==> src/rtl/fpu_arbiter_pkg.sv <==
// pa_fpu: shared FPU types and constants for the FPU and its request arbiter.
// Latency: n/a (types and constants only).
// Backpressure: n/a.
// Contents: FPU operation encoding, arbiter state encoding, default watchdog limit.
package pa_fpu;

  // FPU operation select, as consumed by fpu.operation.
  typedef enum logic [2:0] {
    op_add,
    op_sub,
    op_mul,
    op_div,
    op_sqrt,
    op_float_to_int,
    op_int_to_float
  } e_fpu_op;

  // Arbiter sequencing states.
  typedef enum logic [1:0] {
    IDLE,
    RUN,
    RESP,
    DRAIN
  } e_fpu_arb_state;

  // Default number of RUN cycles tolerated before the watchdog aborts a command.
  localparam int FPU_ARB_TIMEOUT_DEFAULT = 1024;

endpackage

==> src/rtl/fpu_arbiter_rr_pick.sv <==
// rr_pick: round-robin winner selection over a request vector.
// Latency: purely combinational, zero cycles.
// Backpressure: none; the caller decides whether to act on the grant.
// Ports: req_i request vector, ptr_i highest-priority index,
//        gnt_o one-hot grant, idx_o grant index, any_o at least one request set.
module rr_pick #(
  parameter  int N_REQ = 2,
  localparam int IW    = $clog2(N_REQ)
) (
  input  logic [N_REQ-1:0] req_i,
  input  logic [IW-1:0]    ptr_i,
  output logic [N_REQ-1:0] gnt_o,
  output logic [IW-1:0]    idx_o,
  output logic             any_o
);

  int          j;
  logic [IW-1:0] jw;

  // Walk upward from ptr_i with wrap; the first set bit wins.
  always_comb begin
    gnt_o = '0;
    idx_o = '0;
    any_o = 1'b0;
    j     = 0;
    jw    = '0;
    for (int i = 0; i < N_REQ; i++) begin
      j = int'(ptr_i) + i;
      if (j >= N_REQ) begin
        j = j - N_REQ;
      end
      jw = IW'(j);
      if (!any_o && req_i[jw]) begin
        any_o     = 1'b1;
        gnt_o[jw] = 1'b1;
        idx_o     = jw;
      end
    end
  end

endmodule

==> src/rtl/fpu_arbiter.sv <==
// fpu_arbiter: shares one fpu between N_REQ requesters with round-robin grants.
// Latency: start one cycle after acceptance; response one cycle after fpu_cmd_end
//          (or TIMEOUT_CYCLES+1 cycles after the first RUN cycle on abort).
// Backpressure: req_ready pulses only in IDLE; other requests hold req_valid and wait.
// Ports: clk/arst (async, active-high); req_valid/req_a/req_b/req_op/req_ready
//        request channels; rsp_valid/rsp_result/rsp_error response strobe;
//        fpu_start/fpu_a/fpu_b/fpu_op drive the fpu; fpu_result/fpu_cmd_end/fpu_busy
//        come back from it.
module fpu_arbiter
  import pa_fpu::*;
#(
  parameter int N_REQ          = 2,
  parameter int TIMEOUT_CYCLES = FPU_ARB_TIMEOUT_DEFAULT
) (
  input  logic                    clk,
  input  logic                    arst,
  input  logic [N_REQ-1:0]        req_valid,
  input  logic [N_REQ-1:0][31:0]  req_a,
  input  logic [N_REQ-1:0][31:0]  req_b,
  input  e_fpu_op [N_REQ-1:0]     req_op,
  output logic [N_REQ-1:0]        req_ready,
  output logic [N_REQ-1:0]        rsp_valid,
  output logic [31:0]             rsp_result,
  output logic                    rsp_error,
  output logic                    fpu_start,
  output logic [31:0]             fpu_a,
  output logic [31:0]             fpu_b,
  output e_fpu_op                 fpu_op,
  input  logic [31:0]             fpu_result,
  input  logic                    fpu_cmd_end,
  input  logic                    fpu_busy
);

  localparam int IW = $clog2(N_REQ);
  // Wide enough to hold TIMEOUT_CYCLES itself.
  localparam int CW = $clog2(TIMEOUT_CYCLES + 1);

  e_fpu_arb_state state_q, state_d;
  logic [IW-1:0]  rr_ptr_q, rr_ptr_d;
  logic [IW-1:0]  gidx_q, gidx_d;
  logic [31:0]    a_q, a_d;
  logic [31:0]    b_q, b_d;
  e_fpu_op        op_q, op_d;
  logic [CW-1:0]  wd_q, wd_d;
  logic [31:0]    result_q, result_d;
  logic           error_q, error_d;

  logic [N_REQ-1:0] pick_gnt;
  logic [IW-1:0]    pick_idx;
  logic             pick_any;

  rr_pick #(
    .N_REQ(N_REQ)
  ) u_pick (
    .req_i (req_valid),
    .ptr_i (rr_ptr_q),
    .gnt_o (pick_gnt),
    .idx_o (pick_idx),
    .any_o (pick_any)
  );

  always_ff @(posedge clk or posedge arst) begin
    if (arst) begin
      state_q  <= IDLE;
      rr_ptr_q <= '0;
      gidx_q   <= '0;
      a_q      <= '0;
      b_q      <= '0;
      op_q     <= op_add;
      wd_q     <= '0;
      result_q <= '0;
      error_q  <= 1'b0;
    end else begin
      state_q  <= state_d;
      rr_ptr_q <= rr_ptr_d;
      gidx_q   <= gidx_d;
      a_q      <= a_d;
      b_q      <= b_d;
      op_q     <= op_d;
      wd_q     <= wd_d;
      result_q <= result_d;
      error_q  <= error_d;
    end
  end

  always_comb begin
    state_d  = state_q;
    rr_ptr_d = rr_ptr_q;
    gidx_d   = gidx_q;
    a_d      = a_q;
    b_d      = b_q;
    op_d     = op_q;
    wd_d     = wd_q;
    result_d = result_q;
    error_d  = error_q;
    case (state_q)
      IDLE: begin
        if (pick_any) begin
          gidx_d   = pick_idx;
          a_d      = req_a[pick_idx];
          b_d      = req_b[pick_idx];
          op_d     = req_op[pick_idx];
          rr_ptr_d = (pick_idx == IW'(N_REQ - 1)) ? '0 : pick_idx + IW'(1);
          wd_d     = '0;
          state_d  = RUN;
        end
      end
      RUN: begin
        wd_d = wd_q + CW'(1);
        // Completion wins over an abort landing in the same cycle. wd_q counts
        // RUN cycles already elapsed, so the abort response lands exactly
        // TIMEOUT_CYCLES+1 cycles after the first RUN cycle.
        if (fpu_cmd_end) begin
          result_d = fpu_result;
          error_d  = 1'b0;
          state_d  = RESP;
        end else if (wd_q == CW'(TIMEOUT_CYCLES)) begin
          result_d = '0;
          error_d  = 1'b1;
          state_d  = RESP;
        end
      end
      RESP: begin
        state_d = DRAIN;
      end
      DRAIN: begin
        // Hold off the next start until the fpu has fully wound down.
        if (!fpu_busy && !fpu_cmd_end) begin
          state_d = IDLE;
        end
      end
      default: begin
        state_d = IDLE;
      end
    endcase
  end

  // Outputs decode from registered state so an asynchronous reset clears them
  // at once; req_ready is also masked by arst since IDLE is the reset state.
  always_comb begin
    req_ready = '0;
    rsp_valid = '0;
    if (state_q == IDLE && !arst) begin
      req_ready = pick_gnt;
    end
    if (state_q == RESP) begin
      rsp_valid[gidx_q] = 1'b1;
    end
  end

  assign fpu_start  = (state_q == RUN);
  assign fpu_a      = a_q;
  assign fpu_b      = b_q;
  assign fpu_op     = op_q;
  assign rsp_result = result_q;
  assign rsp_error  = error_q;

endmodule
==> config.mk <==
export PLATFORM = sky130hd
export DESIGN_NAME = fpu_arbiter
export DESIGN_NICKNAME = d
export VERILOG_FILES = /design/src/rtl/fpu_arbiter_pkg.sv /design/src/rtl/fpu_arbiter_rr_pick.sv /design/src/rtl/fpu_arbiter.sv
export SDC_FILE = /design/constraint.sdc
export NUM_CORES = 1
export LEC_CHECK = 0
export ABC_AREA = 1
export BUFFER_PORTS_ARGS = -buffer_cell sky130_fd_sc_hd__buf_4
export CORE_ASPECT_RATIO = 0.75
export CORE_MARGIN = 8
export CORE_UTILIZATION = 45
export DETAILED_ROUTE_END_ITERATION = 16
export MAX_ROUTING_LAYER = met4
export PLACE_DENSITY = 0.9
export REMOVE_ABC_BUFFERS = 1
export SLEW_MARGIN = 20
export SYNTH_ARGS = -nofsm -noshare
export SYNTH_HDL_FRONTEND = slang
export SYNTH_SLANG_ARGS = --single-unit
==> constraint.sdc <==
create_clock -name clk -period 9.1 [get_ports clk]
set_input_delay 0.91 -clock clk [delete_from_list [all_inputs] [get_ports clk]]
set_output_delay 0.91 -clock clk [all_outputs]
set_load 0.02 [all_outputs]
==> flow_summary.rst <==
.. list-table::
   :header-rows: 1

   * - Metric
     - Value
   * - Post-Syn Instances
     - 651
   * - Post-route clock period utilization
     - 0.3633
   * - Antenna violations before repair
     - 0
   * - Most used cells in the layout excluding fill and tap cells
     - 282 x buf_4, 241 x nand2_1, 174 x nand3_1
   * - Final critical-path required period
     - 3306 ps
   * - Placer Congestion
     - 0.9079
   * - # resized after CTS
     - 0
   * - Highest Clock Rate
     - 302.5 MHz
   * - Net switching power figure
     - 0.001176 W
   * - Total negative slack for setup checks
     - 0 ps
   * - Number of antenna-violating nets in the routed design
     - 0
   * - Worst slew margin
     - 0.4870
   * - Part of the power in combinational logic
     - 0.469
   * - Standby leakage power
     - 4.311 nW
   * - Die Area
     - 0.01556 mm^2
   * - Total of endpoints with negative setup slack in the final report
     - 0
   * - Clk Tree Root Cell
     - clkbuf_16
   * - Iteration count of the initial detailed-routing pass
     - 5
   * - FF-to-FF End
     - fpu_a[0]$_DFFE_PP0P_
   * - Register bit count reported by yosys
     - 115
   * - Max-capacitance violation count
     - 0
   * - Hold/Removal Path Class
     - flip-flop to flip-flop
   * - Worst-case hold slack
     - 470.1 ps
   * - Detail Placement HPWL
     - 13110 um
   * - Effective utilization at floorplan
     - 0.4602
   * - Max Clock Skew
     - 10.06 ps
   * - Number of distinct library cells after synthesis
     - 25
   * - Via density
     - 5.024
   * - Number of setup buffers added after CTS
     - 0
   * - Synthesized area divided by synthesized cell count
     - 8.149 um^2
   * - Hold Crit Endpoint
     - rsp_result[11]$_DFFE_PP0P_
   * - Overall via count from detail_route
     - 5456
   * - Arrival time of data at the critical path endpoint
     - 2400 ps
   * - Fraction of power consumed by the clock network
     - 0.224
   * - Summed instance area of the synthesized netlist
     - 0.005305 mm^2
   * - Worst Path Required
     - 8190 ps
   * - Maximum number of pins on one net before global-route repair
     - 71
   * - Total power divided by cell area
     - 356.9 mW/mm^2
   * - Worst supply voltage drop on vdd
     - 0.0002022 V
   * - Number of max-slew violations in the final report
     - 0
   * - Chip width
     - 141.4 um
   * - Total congestion overflow
     - 0
   * - Area growth syn-to-layout
     - 50.31%
   * - Number of clock sinks
     - 115
   * - Placeable core region
     - 0.01153 mm^2
   * - All-layer global routing usage
     - 0.2378
   * - Number of cells on the worst reg-to-reg path
     - 9
   * - Hold bufs inserted after CTS
     - 0
   * - Sequential fraction of the synthesis area
     - 0.5425
   * - Transition time at the pin with the least slew margin
     - 769.5 ps
   * - Tot Pwr
     - 0.002846 W
   * - Setup repair after global routing missed its margin
     - false
   * - Total inserted antenna cells
     - 0
   * - Routed wire length per instance
     - 16.76 um
   * - Hold Path Stages
     - 2
   * - Clock insertion delay at the later pin of the skew report
     - 400 ps
   * - Type of the setup path with the least slack
     - flip-flop to primary output
   * - Category of the worst setup path launch point
     - flip-flop
   * - Total length of routed wires
     - 18210 um
   * - Floorplan row count
     - 34
   * - Count of endpoints failing hold in the final timing report
     - 0
   * - Clock buffer depth
     - 2
   * - Share of power burned in registers
     - 0.307
   * - Launching point of the worst reg2reg path
     - state_q[0]$_DFFE_PP0P_
   * - Layout cell share with drive strength beyond 1
     - 0.3463
   * - Yosys warnings
     - 0
   * - Count of pins on the block boundary
     - 277
   * - Final Non-Filler Cells
     - 1086
   * - Number of global-route vias before repair
     - 5495
   * - Switching portion of total power
     - 0.4134
   * - Number of buffers inserted during clock tree synthesis
     - 17
   * - Number of DRC violations after detailed routing
     - 0
   * - # port buffers
     - 276
   * - Critical path peak fanout
     - 70
   * - Worst Setup End Kind
     - primary output
   * - Number of H-tree branching levels
     - 4
   * - Placed cell count
     - 1055
   * - Die Height
     - 110.0 um
   * - Clk slew on worst S/H paths
     - 60 ps
   * - Count of nets after finishing
     - 1091
   * - Leading cell type in the layout, fill and taps excluded
     - buf_4
   * - Worst setup slack for register-to-register paths
     - 6450 ps
   * - Power Internal
     - 0.001669 W
   * - Status
     - finished clean
   * - Hold path start
     - rsp_result[11]$_DFFE_PP0P_
   * - TritonCTS clock tree
     - done
   * - First-pass GRT wire length
     - 28210 um
   * - Drt initial violations
     - 398
[kinds of logic after synthesis]
kind of cell	synth area share
compound gates	0.01321
xor+xnor	0.001651
fa+ha+maj	0.01651
buf+inv	0.06061
flops	0.5425
simple gates	0.3656
[layer usage]
metal	up-vias	track usage	routed length, um	share of wire
met5	-	-	0	0
met3	12	0.05809	1346	0.074
li1	2635	-	-	-
met1	2578	0.2846	7477	0.41
met2	231	0.3962	9224	0.51
met4	0	0.07181	157	0.0086
[area by class of cell]
class / instances / area [um^2]
sequential: 115 / 2878
timing repair buffer: 282 / 2117
fill: 895 / 3555
multi-input combinational: 471 / 2111
inverter: 25 / 96.34
clock inverter: 10 / 108.9
clock buffer: 21 / 460.4
tap: 162 / 202.7
[through the flow]
step / util / area (um^2) / setup WS (ps)
after global routing: 0.6917 / 7974 / 5581
after floorplan: - / 5077 / 5055
after detailed placement: 0.6423 / 7405 / 5968
final: 0.6917 / 7974 / 5794
after global placement: 0.6423 / 7405 / 5996
after CTS: 0.6917 / 7974 / 5772
[worst max path at each step]
stage,from,to,slack [ps],cells after the start
final,state_q[0]$_DFFE_PP0P_,req_ready[0],5790,8
after global routing,state_q[0]$_DFFE_PP0P_,req_ready[0],5580,8
after CTS,state_q[0]$_DFFE_PP0P_,req_ready[0],5770,8
after detailed placement,req_valid[0],req_ready[0],5970,7
after global placement,req_valid[0],req_ready[0],6000,7
after floorplan,req_valid[0],req_ready[1],5060,5
[state kept, by name, summed over array words and instances (netlist names)]
name,flops
gidx_q,1
wd_q,11
fpu_b,32
rsp_result,32
state_q,2
rr_ptr_q,1
fpu_a,32
fpu_op,3
rsp_error,1
[power by group through the flow]
| stage | Sequential [W] | Combinational, W | Clock (W) |
|---|---|---|---|
| after floorplan | 0.00112 | 0.000482 | 0 |
| final | 0.000873 | 0.00134 | 0.000637 |
| after CTS | 0.000874 | 0.00136 | 0.000647 |
| after detailed placement | 0.000876 | 0.00135 | 0 |
| after global placement | 0.000866 | 0.00132 | 0 |
| after global routing | 0.000900 | 0.00146 | 0.000673 |
[critical path, stage by stage, from the launching register on]
cell,delay (ps)
dfrtp_1,410
inv_1,130
ha_1,230
nand2_1,100
nand2_2,70
buf_4,610
nand2_1,170
nor2_1,130
buf_4,150
[Yosys cell counts (all sizes together)]
master	count	area (um^2)
a21oi	2	10.01
a31oi	1	6.260
and2	1	6.260
buf	30	190.2
clkbuf	10	37.54
dfrtp	115	2878
ha	7	87.58
inv	25	93.84
nand2	244	923.4
nand3	174	870.8
nand4	2	12.51
nor2	28	107.6
nor3	1	5.000
nor3b	1	7.510
o21ai	7	46.29
o21bai	1	7.510
or2	1	6.260
xor2	1	8.760
No activity file was read; power rests on OpenSTA's default activity.
